File: src/rtl/elbeth_mem_arbiter_if.sv
// Request/response bundle shared by imem, dmem and the memory side.
// The requester drives en/addr/rw/wdata; the responder returns rdata/ready/error.
interface elbeth_mem_arbiter_if #(
   parameter int ADDR_WIDTH = 8,
   parameter int DATA_WIDTH = 32
);
   logic                  en;
   logic [ADDR_WIDTH-1:0] addr;
   logic [3:0]            rw;
   logic [DATA_WIDTH-1:0] wdata;
   logic [DATA_WIDTH-1:0] rdata;
   logic                  ready;
   logic                  error;

   modport master (
      output en, addr, rw, wdata,
      input  rdata, ready, error
   );

   modport slave (
      input  en, addr, rw, wdata,
      output rdata, ready, error
   );
endinterface

File: src/rtl/elbeth_mem_arbiter.sv
// Shares one single-port memory between the imem and dmem ports of elbeth_core.
// One access at a time, latched command, watchdog abort on a stuck memory.
module elbeth_mem_arbiter #(
   parameter int ADDR_WIDTH  = 8,
   parameter int DATA_WIDTH  = 32,
   parameter int ROUND_ROBIN = 0,
   parameter int TIMEOUT     = 255
) (
   input logic clk,
   input logic rst,
   elbeth_mem_arbiter_if.slave  imem,
   elbeth_mem_arbiter_if.slave  dmem,
   elbeth_mem_arbiter_if.master mem
);

   localparam int WD_W = (TIMEOUT > 0) ? $clog2(TIMEOUT + 1) : 1;

   typedef enum logic [1:0] {
      IDLE,
      BUSY_I,
      BUSY_D
   } state_t;

   state_t                state_q, state_d;
   logic                  last_q, last_d;
   logic [WD_W-1:0]       wd_q, wd_d;
   logic                  en_q, en_d;
   logic [ADDR_WIDTH-1:0] addr_q, addr_d;
   logic [3:0]            rw_q, rw_d;
   logic [DATA_WIDTH-1:0] wdata_q, wdata_d;

   logic                  pick_d;
   logic                  timeout;
   logic                  done;
   logic                  i_done;
   logic                  d_done;
   logic [DATA_WIDTH-1:0] rsp_rdata;
   logic                  rsp_err;

   // last_q=1 means dmem held the most recent grant
   assign pick_d  = dmem.en &&
                    (!imem.en || (ROUND_ROBIN == 0) || !last_q);
   assign timeout = (TIMEOUT != 0) &&
                    (wd_q == WD_W'(TIMEOUT - 1));
   assign done    = (state_q != IDLE) && (mem.ready || timeout);
   assign i_done  = done && (state_q == BUSY_I);
   assign d_done  = done && (state_q == BUSY_D);

   // a real completion beats a simultaneous watchdog abort
   assign rsp_rdata = mem.ready ? mem.rdata : '0;
   assign rsp_err   = mem.ready ? mem.error : 1'b1;

   assign imem.ready = i_done;
   assign imem.error = i_done && rsp_err;
   assign imem.rdata = i_done ? rsp_rdata : '0;
   assign dmem.ready = d_done;
   assign dmem.error = d_done && rsp_err;
   assign dmem.rdata = d_done ? rsp_rdata : '0;

   assign mem.en    = en_q;
   assign mem.addr  = addr_q;
   assign mem.rw    = rw_q;
   assign mem.wdata = wdata_q;

   always_comb begin
      state_d = state_q;
      last_d  = last_q;
      wd_d    = wd_q;
      en_d    = en_q;
      addr_d  = addr_q;
      rw_d    = rw_q;
      wdata_d = wdata_q;
      unique case (state_q)
         IDLE: begin
            if (imem.en || dmem.en) begin
               en_d = 1'b1;
               wd_d = '0;
               if (pick_d) begin
                  state_d = BUSY_D;
                  last_d  = 1'b1;
                  addr_d  = dmem.addr;
                  rw_d    = dmem.rw;
                  wdata_d = dmem.wdata;
               end else begin
                  state_d = BUSY_I;
                  last_d  = 1'b0;
                  addr_d  = imem.addr;
                  rw_d    = imem.rw;
                  wdata_d = imem.wdata;
               end
            end
         end
         BUSY_I, BUSY_D: begin
            if (done) begin
               state_d = IDLE;
               en_d    = 1'b0;
            end else if (wd_q != WD_W'(TIMEOUT)) begin
               wd_d = wd_q + WD_W'(1);
            end
         end
         default: begin
            state_d = IDLE;
            en_d    = 1'b0;
         end
      endcase
   end

   always_ff @(posedge clk or negedge rst) begin
      if (!rst) begin
         state_q <= IDLE;
         last_q  <= 1'b0;
         wd_q    <= '0;
         en_q    <= 1'b0;
         addr_q  <= '0;
         rw_q    <= '0;
         wdata_q <= '0;
      end else begin
         state_q <= state_d;
         last_q  <= last_d;
         wd_q    <= wd_d;
         en_q    <= en_d;
         addr_q  <= addr_d;
         rw_q    <= rw_d;
         wdata_q <= wdata_d;
      end
   end

endmodule

File: src/flat_wrapper.sv
// flat-port wrapper written by rule: the top's interface ports become plain ports
module elbeth_mem_arbiter_flat 
#(
   parameter int ADDR_WIDTH  = 8,
   parameter int DATA_WIDTH  = 32,
   parameter int ROUND_ROBIN = 0,
   parameter int TIMEOUT     = 255
)
  (clk, rst, imem_en, imem_addr, imem_rw, imem_wdata, imem_rdata, imem_ready, imem_error, dmem_en, dmem_addr, dmem_rw, dmem_wdata, dmem_rdata, dmem_ready, dmem_error, mem_en, mem_addr, mem_rw, mem_wdata, mem_rdata, mem_ready, mem_error);
  elbeth_mem_arbiter_if #(.ADDR_WIDTH(ADDR_WIDTH), .DATA_WIDTH(DATA_WIDTH)) imem_i ();
  elbeth_mem_arbiter_if #(.ADDR_WIDTH(ADDR_WIDTH), .DATA_WIDTH(DATA_WIDTH)) dmem_i ();
  elbeth_mem_arbiter_if #(.ADDR_WIDTH(ADDR_WIDTH), .DATA_WIDTH(DATA_WIDTH)) mem_i ();
  input logic clk;
  input logic rst;
  input wire logic [$bits(imem_i.en)-1:0] imem_en;
  input wire logic [$bits(imem_i.addr)-1:0] imem_addr;
  input wire logic [$bits(imem_i.rw)-1:0] imem_rw;
  input wire logic [$bits(imem_i.wdata)-1:0] imem_wdata;
  output wire logic [$bits(imem_i.rdata)-1:0] imem_rdata;
  output wire logic [$bits(imem_i.ready)-1:0] imem_ready;
  output wire logic [$bits(imem_i.error)-1:0] imem_error;
  input wire logic [$bits(dmem_i.en)-1:0] dmem_en;
  input wire logic [$bits(dmem_i.addr)-1:0] dmem_addr;
  input wire logic [$bits(dmem_i.rw)-1:0] dmem_rw;
  input wire logic [$bits(dmem_i.wdata)-1:0] dmem_wdata;
  output wire logic [$bits(dmem_i.rdata)-1:0] dmem_rdata;
  output wire logic [$bits(dmem_i.ready)-1:0] dmem_ready;
  output wire logic [$bits(dmem_i.error)-1:0] dmem_error;
  output wire logic [$bits(mem_i.en)-1:0] mem_en;
  output wire logic [$bits(mem_i.addr)-1:0] mem_addr;
  output wire logic [$bits(mem_i.rw)-1:0] mem_rw;
  output wire logic [$bits(mem_i.wdata)-1:0] mem_wdata;
  input wire logic [$bits(mem_i.rdata)-1:0] mem_rdata;
  input wire logic [$bits(mem_i.ready)-1:0] mem_ready;
  input wire logic [$bits(mem_i.error)-1:0] mem_error;
  assign imem_i.en = imem_en;
  assign imem_i.addr = imem_addr;
  assign imem_i.rw = imem_rw;
  assign imem_i.wdata = imem_wdata;
  assign imem_rdata = imem_i.rdata;
  assign imem_ready = imem_i.ready;
  assign imem_error = imem_i.error;
  assign dmem_i.en = dmem_en;
  assign dmem_i.addr = dmem_addr;
  assign dmem_i.rw = dmem_rw;
  assign dmem_i.wdata = dmem_wdata;
  assign dmem_rdata = dmem_i.rdata;
  assign dmem_ready = dmem_i.ready;
  assign dmem_error = dmem_i.error;
  assign mem_en = mem_i.en;
  assign mem_addr = mem_i.addr;
  assign mem_rw = mem_i.rw;
  assign mem_wdata = mem_i.wdata;
  assign mem_i.rdata = mem_rdata;
  assign mem_i.ready = mem_ready;
  assign mem_i.error = mem_error;
  elbeth_mem_arbiter #(.ADDR_WIDTH(ADDR_WIDTH), .DATA_WIDTH(DATA_WIDTH), .ROUND_ROBIN(ROUND_ROBIN), .TIMEOUT(TIMEOUT)) u_core (.clk(clk), .rst(rst), .imem(imem_i), .dmem(dmem_i), .mem(mem_i));
endmodule
File: config.mk
export PLATFORM = sky130hd
export DESIGN_NAME = elbeth_mem_arbiter_flat
export DESIGN_NICKNAME = d
export VERILOG_FILES = /design/src/rtl/elbeth_mem_arbiter_if.sv /design/src/rtl/elbeth_mem_arbiter.sv /design/src/flat_wrapper.sv
export SDC_FILE = /design/constraint.sdc
export NUM_CORES = 1
export LEC_CHECK = 0
export CAP_MARGIN = 20
export CORE_ASPECT_RATIO = 2
export CORE_UTILIZATION = 26
export DETAILED_ROUTE_END_ITERATION = 16
export PLACE_DENSITY = 0.65
export SKIP_LAST_GASP = 1
export SYNTH_ARGS = -nofsm -noshare
export SYNTH_HDL_FRONTEND = slang
export SYNTH_SLANG_ARGS = --single-unit
File: constraint.sdc
create_clock -name clk -period 5.6 [get_ports clk]
set_input_delay 1.12 -clock clk [delete_from_list [all_inputs] [get_ports clk]]
set_output_delay 1.12 -clock clk [all_outputs]
set_load 0.005 [all_outputs]
==> results of run 1 <==
==> final cells by class <==
type / instances / area, µm² / share of cell area
tap: 145 / 181 / 0.0313
clock buffer: 6 / 129 / 0.0222
sequential: 55 / 1380 / 0.237
timing repair buffer: 242 / 2400 / 0.415
clock inverter: 1 / 30.0 / 0.00518
inverter: 9 / 33.8 / 0.00583
multi-input combinational: 292 / 1640 / 0.283
==> worst reg2reg max path, cell delays in order, from the launching register on <==
cell and delay (ps):
dfrtp_1 380, inv_1 70, ha_1 590, inv_2 170, o32ai_2 700, or2_1 310, o311ai_1 140
==> state kept, by name, indices dropped and copies added, names as in the netlist <==
register and cells:
u_core.mem.wdata 32, u_core.mem.rw 4, u_core.wd_q 8, u_core.state_q 2
u_core.mem.en 1, u_core.mem.addr 8
==> placed cells by master (no fill, tap or decap), types with 2 or more instances in the layout <==
cell             instances
mux2i_1                 44
inv_1                    8
nand2b_1                 3
nand2_2                  2
or2_1                    2
or3_1                    2
nor3_1                   2
ha_1                     5
nand2_1                 87
o21ai_0                 45
buf_4                    4
nand4_1                  2
dfrtp_1                 55
o311ai_1                 5
nor2_1                  68
buf_2                    2
clkdlybuf4s50_1        236
clkbuf_16                5
o211ai_1                 6
nand3_1                  4
==> stage by stage <==
step / utilization / hold WS, ps / total power (µW)
5_1_grt: 0.492 / 503 / 2130
2_1_floorplan: - / 473 / 1080
3_5_place_dp: 0.479 / 469 / 1650
6_report: 0.492 / 477 / 1970
4_1_cts: 0.492 / 485 / 2010
3_3_place_gp: 0.479 / 461 / 1630
==> final timing paths <==
| kind | startpoint | end | depth (start not counted) |
|---|---|---|---|
| worst max-delay path | mem_ready | imem_rdata[28] | 6 |
| worst min-delay path | u_core.mem.wdata[11] | u_core.mem.wdata[11] | 2 |
| worst max register to register | u_core.state_q[0] | u_core.wd_q[3] | 6 |
| worst min register to register | u_core.mem.wdata[11] | u_core.mem.wdata[11] | 2 |
| max in group asynchronous | rst | u_core.mem.wdata[14] | 2 |
| min in group asynchronous | rst | u_core.mem.wdata[16] | 2 |
==> report_power, final <==
part           switching [µW]  internal, µW  leakage (µW)  total [µW]
Combinational             439           520       0.00162         959
Sequential               96.1           571      0.000686         667
Clock                     134           209     0.0000769         343
Total                     669          1300       0.00239        1970
==> logic make-up after synthesis <==
logic type | after synthesis | synth area share
simple gates | 175 | 0.222
compound gates | 68 | 0.135
fa+ha+maj | 5 | 0.0198
flops | 55 | 0.435
buf+inv | 36 | 0.0502
mux | 44 | 0.139
==> routing by layer <==
layer	part of all wire	global-route usage	wire, µm	vias to the layer above
li1	-	-	-	1719
met1	0.31	0.149	3390	1524
met2	0.57	0.357	6190	187
met3	0.10	0.0478	1110	7
met4	0.013	0.0451	142	0
met5	0	0	0	-
==> impl_metrics.yaml, run 1 <==
synth:
  synth_edf_count: 0
  ys.flop_type: "dfrtp_1"
  avgSynthCellArea_um2: 8.27
  synth_top_cell_area_share: 0.435
  synthesis.area_um2: 3170
  synth-seq-cells: 55
  synth-async-reset-ratio: 1.00
  ys_seq_area_frac: 0.435
  synth_most_common_cell: "nand2_1"
  synth_cell_types: 35
  synth_commonest_cells: "nand2_1 (87), nor2_1 (68), dfrtp_1 (55)"
  synth_nets: 514
  netlist_top_cells_area: "dfrtp_1 (43%), mux2i_1 (14%), nand2_1 (10%)"
  ys_warn_count: 0
  yosys.area.top_type: "dfrtp_1"
  netlist_instances: 383
clock_tree:
  cts_resized: 0
  post_cts_buffers: 0
  ctsRootBufferMaster: "clkbuf_16"
  numCtsBuffers: 5
  cts_tree: "done"
  htreeDepth: 2
  cts_sinks: 55
  worstSkewPairLatency_ps: 290
  cts.clk_slew.worst_paths_ps: 70
  ctsHoldBuffers: 0
  clk_path_buf_depth: 2
setup_path:
  path_delay_family: "buffers and inverters"
  critical_path_class: "in -> out"
  path_max_fanout: 34
  path_cells: "clkdlybuf4s50_1, inv_1, o22ai_2, nand2_2, nor2_1, clkdlybuf4s50_1"
  slowest_stage: "clkdlybuf4s50_1"
  arrival_ps: 3470
  crit_path_max_incr_delay_ps: 550
  critPathRequiredTime_ps: 4480
  crit_path_end_kind: "output pin"
  path_common_cell: "clkdlybuf4s50_1"
  path_buf_inv: 3
  rrSetupSlack_ps: 3100
  critPathLaunchType: "input pin"
floorplanning:
  core_um2: 11800
  dieArea_um2: 12700
  ios: 239
  start_util: 0.269
  rows: 56
  die_y_um: 158
  die_w_um: 80.0
cells_and_area:
  diodes: 0
  final_cell_count_no_fill: 750
  area_growth_pct: 83.0
  fill_cells: 1163
  drive_gt1_frac: 0.0298
  fin_area_um2: 5800
  finalNetCount: 736
detailed_routing:
  avgViaCountPerCell: 4.58
  drc: 0
  drt_iter0_markers: 146
  drtPass1Iterations: 4
  wire_per_inst_um: 14.4
  antenna_left: 0
  vias: 3437
  routed_wl_um: 10800
outcome:
  status: "finished, final reports clean"
grt:
  track_usage: 0.171
  grt_pass1_vias: 3282
  antenna_found_initial: 0
  grt_max_degree: 56
  grt_first_pass_wirelength_um: 16500
  overflow: 0
placement:
  dp_cells: 743
  port_buffers: 238
  place_worst_setup_slack_ps: 1010
  gp_congestion: 0.733
  dpl_cell_area_um2: 5640
  dpl.hpwl_um: 8600
timing:
  rsz0062_at_grt: "false"
  finalHoldViolations: 0
  setup_viol: 0
  setup_tns_ps: 0
  max_freq_mhz: 218
  fin_crit_sh: 0.819
  fin_ws_ps: 1010
  post-route-min-period_ps: 4590
  slew-limit-headroom: 0.457
  tightest_slew_ps: 814
  finalMaxSlewViolations: 0
  worst_clock_skew_ps: 2.95
min_path:
  hp-class: "reg -> reg"
power:
  p_leak_uw: 0.00239
  ir_drop_v: 0.000206
  powerDensity_nw_per_um2: 340
flow_run:
  maxCapViolations: 0
Power figures use the tool's default switching activity.
==> run 2, diff against run 1 <==
Clock period 5.6 ns to 4.7 ns, I/O delays scaled along.
==> impl_metrics.yaml, run 2 (synthesized netlist as in run 1, its figures left out) <==
setup_path:
  path_max_fanout: 34
  critPathRequiredTime_ps: 3760
  reg2reg_to: "u_core.wd_q[2]"
  arrival_ps: 3120
  crit_path_end_kind: "output pin"
  critPathLaunchType: "input pin"
  slowest_stage: "clkdlybuf4s50_1"
  path_delay_family: "buffers and inverters"
  crit_path_max_incr_delay_ps: 540
  r2r_start: "u_core.state_q[1]"
  path_depth: 6
  reg2regPathDepth: 6
  critical_path_class: "in -> out"
  path_cells: "clkdlybuf4s50_1, inv_1, o22ai_2, nand2_2, nor2_1, clkdlybuf4s50_1"
  path_common_cell: "clkdlybuf4s50_1"
  rrSetupSlack_ps: 2170
  path_buf_inv: 3
grt:
  grt_first_pass_wirelength_um: 16900
  track_usage: 0.177
  grt_util_met2: 0.381
  antenna_found_initial: 0
  use_met3: 0.0415
  grt_max_degree: 56
  top_usage_layer: "met2"
  overflow: 0
  grt_use_met1: 0.145
  grt_pass1_vias: 3416
clock_tree:
  cts.clk_slew.worst_paths_ps: 80
  ctsRootBufferMaster: "clkbuf_16"
  ctsHoldBuffers: 0
  cts_resized: 0
  worstSkewPairLatency_ps: 300
  clk_path_buf_depth: 2
  cts_tree: "done"
  cts_sinks: 55
  post_cts_buffers: 0
  numCtsBuffers: 5
  htreeDepth: 2
cells_and_area:
  finalNetCount: 738
  fin_area_um2: 5800
  drive_gt1_frac: 0.0362
  fill_cells: 1163
  final_common_cell: "clkdlybuf4s50_1"
  area_growth_pct: 83.3
  largest_register_ffs: 32
  multi_input_area_um2: 1640
  mostFrequentLayoutCells: "clkdlybuf4s50_1 (236), nand2_1 (87), nor2_1 (68)"
  diodes: 0
  seq_area_um2: 1380
detailed_routing:
  drc: 0
  drt_iter0_markers: 91
  drtPass1Iterations: 4
  wire_per_inst_um: 14.7
  antenna_left: 0
  avgViaCountPerCell: 4.61
  routed_wl_um: 11000
  vias: 3468
floorplanning:
  rows: 56
  ios: 239
  core_um2: 11800
  start_util: 0.269
  die_y_um: 158
  die_w_um: 80.0
  dieArea_um2: 12700
timing:
  fin_ws_ps: 643
  fin_crit_sh: 0.863
  worst_clock_skew_ps: 6.90
  setup_tns_ps: 0
  tightest_slew_ps: 748
  slew-limit-headroom: 0.501
  post-route-min-period_ps: 4060
  finalHoldViolations: 0
  setup_viol: 0
  hold_ws_ps: 481
  rsz0062_at_grt: "false"
  finalMaxSlewViolations: 0
  max_freq_mhz: 246
min_path:
  whs_path_depth: 2
  min_to: "u_core.mem.wdata[0]"
  hp-class: "reg -> reg"
  hp-start: "u_core.mem.wdata[0]"
placement:
  place_worst_setup_slack_ps: 626
  port_buffers: 238
  gp_congestion: 0.755
  dpl.hpwl_um: 9090
  dpl_cell_area_um2: 5650
power:
  powerDensity_nw_per_um2: 403
  total_power_uw: 2340
  ir_drop_v: 0.000241
  p_leak_uw: 0.00239
outcome:
  status: "finished, final reports clean"
flow_run:
  maxCapViolations: 0
run 2: final cells by class:
type | count | area share
Timing Repair Buffer | 244 | 0.416
Multi-Input combinational cell | 292 | 0.283
Sequential cell | 55 | 0.237
Tap cell | 145 | 0.0313
Clock buffer | 5 | 0.0216
Inverter | 9 | 0.00582
Clock inverter | 3 | 0.00474
run 2: how the worst max path moves through the flow:
| stage | from | endpoint | slack, ps |
|---|---|---|---|
| floorplan | mem_ready | imem_rdata[10] | 1820 |
| CTS | mem_ready | imem_rdata[28] | 620 |
| detailed placement | mem_ready | imem_rdata[28] | 630 |
| global route | mem_ready | dmem_rdata[21] | 530 |
| finish | mem_ready | imem_rdata[28] | 640 |
| global placement | mem_ready | imem_rdata[16] | 660 |
run 2: layer usage:
metal | routed length (µm) | share of wire
met3 | 969 | 0.088
met4 | 207 | 0.019
met5 | 0 | 0
met1 | 3500 | 0.32
met2 | 6360 | 0.58
run 2: worst min-delay path: stages (launching register included):
cell	delay, ps
dfrtp_1	340
nand2_1	40
o21ai_0	60
run 2: report_power, final:
part / internal, µW / leakage, µW / switching (µW) / total (µW)
Clock: 203 / 0.0000723 / 180 / 383
Sequential: 680 / 0.000686 / 120 / 800
Combinational: 626 / 0.00163 / 529 / 1160
Total: 1510 / 0.00239 / 830 / 2340
run 2: per-stage QoR:
stage                     utilization  instances
final                           0.493        753
after global routing            0.493        753
after global placement          0.480        745
after floorplan                     -        383
after detailed placement        0.480        745
after CTS                       0.493        753
==> run 3, diff against run 2 <==
Settings changed: CAP_MARGIN 20 to 25.
==> results of run 3 <==
No change in the layout: final DEF, timing and power equal those of run 2.
==> edit (settings of run 2) <==
Re-encode `state_t` (3 states) as one-hot, 3 bits wide.
--- a/src/rtl/elbeth_mem_arbiter.sv
+++ b/src/rtl/elbeth_mem_arbiter.sv
@@ -15,10 +15,10 @@
 
    localparam int WD_W = (TIMEOUT > 0) ? $clog2(TIMEOUT + 1) : 1;
 
-   typedef enum logic [1:0] {
-      IDLE,
-      BUSY_I,
-      BUSY_D
+   typedef enum logic [2:0] {
+      IDLE   = 3'b001,
+      BUSY_I = 3'b010,
+      BUSY_D = 3'b100
    } state_t;
 
    state_t                state_q, state_d;
Behaviour: no difference found for any inputs over 10 cycles, from zero or initial values and one cycle with rst low; not proved beyond that.
==> edit against run 2 <==
  * Worst setup slack improved by 0.31 ns
  * Sequential cell count increased by 1
  * Final area barely moved
  * Fmax is 8.1% higher
  * Largest power group unchanged
  * Total power increased by 18%
  * Count of clock-buffer cells in the layout is the same
  * Sequential power rose by 12%
  * Synthesized area shrank 0.12%
  * Sequential share of layout area increased by 0.44 points
  * Wire length rose by 12%
==> edit: results (changes against run 2) <==
- Outcome: finished, final reports clean
- Final non-clock buffer share: 0.418 (+0.00111)
- Multi-In Gates: 304 (+4.1%)
- Final #Nets: 747 (+1.2%)
- Distinct cells, synth: 36 (+2.9%)
- RePlAce Congestion: 0.804 (+6.4%)
- Detailed-placement wirelength estimate: 9.24 mm (+1.6%)
- Layout fillers: 1182 (+1.6%)
- Seq/Total Area, Yosys: 0.443 (+0.00882)
- Skew final: 0.00699 ns (+0.0000948 ns)
- Pre-CTS setup slack: 0.943 ns (+0.317 ns)
- ClkCell Share: 0.0289 (+0.00257)
- Final WS setup: 0.948 ns (+0.305 ns)
- Slowest stage delay, CP: 0.61 ns (+0.07 ns)
- Hold depth: 1 (-1)
- P_leak: 2.17 nW (-9.4%)
- Routed WL per cell: 16.2 µm (+10%)
- Die ar.: 12600 µm² (-0.12%)
- Syn Inst Count: 402 (+5.0%)
- Final wirelength: 12.4 mm (+12%)
- Post-synth top cells: o22ai_1 (86), nor2_1 (74), dfrtp_1 (55)
- Multi-input combinational area share: 0.276 (-0.00680)
- Synth Net Count: 530 (+3.1%)
- Largest net degree at the start of global routing: 57 (+1.8%)
- First-pass GRT wire length: 18.6 mm (+9.7%)
- Max FFs per register: 32 (unchanged)
- Seq/total area: 0.242 (+0.00442)
- Port Buffers: 238 (unchanged)
- WHS: 0.520 ns (+0.0384 ns)
- Worst setup endpoint: dmem_error
- Slowest cell on the critical path: a31oi_1
- DP Cell Count: 757 (+1.6%)
- Total Routing Usage GR: 0.189 (+0.0120)
- Non-CTS inverters: 7 (-2)
- DP Area: 5640 µm² (-0.22%)
- Synth top area cells: dfrtp_1 (44%), o22ai_1 (17%), nor2_1 (8.8%)
- Vias in the first global route: 3860 (+13%)
- Worst VDD drop: 0.000231 V (-3.8%)
- RR Endpoint: u_core.mem.wdata[1]$_DFFE_PN0P_
- CP Max Fanout: 37 (+8.8%)
- Via/cell ratio: 5.22 (+13%)
- FF-to-FF Start: u_core.state_q[0]$_DFFE_PN1P_
- Area of the multi-input gates: 1600 µm² (-2.4%)
- Layout cells sized above 1: 0.0403 (+0.00414)
- Reg2reg setup slack: 1.83 ns (-0.34 ns)
- DR iter-0 viols: 116 (+27%)
edit: layer usage:
metal / vias to the layer above / routed length, µm / global-route usage
li1: 1901 / - / -
met2: 216 / 6950 / 0.382
met1: 1865 / 4180 / 0.183
met5: - / 0 / 0
met4: 0 / 230 / 0.0646
met3: 12 / 1030 / 0.0329
edit: power by group:
group          internal [mW]  switching [mW]  total (mW)
Clock                  0.251           0.175       0.426
Combinational          0.783           0.660        1.44
Sequential             0.705           0.195       0.900
Total                   1.74            1.03        2.77
edit: logic make-up after synthesis:
kind of cell	share of synthesized area
compound gates	0.309
simple gates	0.185
flops	0.443
buf+inv	0.0522
fa+ha+maj	0.00791
mux	0.00316
edit: worst reg2reg max path, cell delays in order (launching register included):
cell and delay (ns):
dfstp_2 0.55, inv_1 0.14, nor3_4 0.73, nand2_1 0.62, buf_4 0.42, o22ai_1 0.17, a21oi_1 0.09
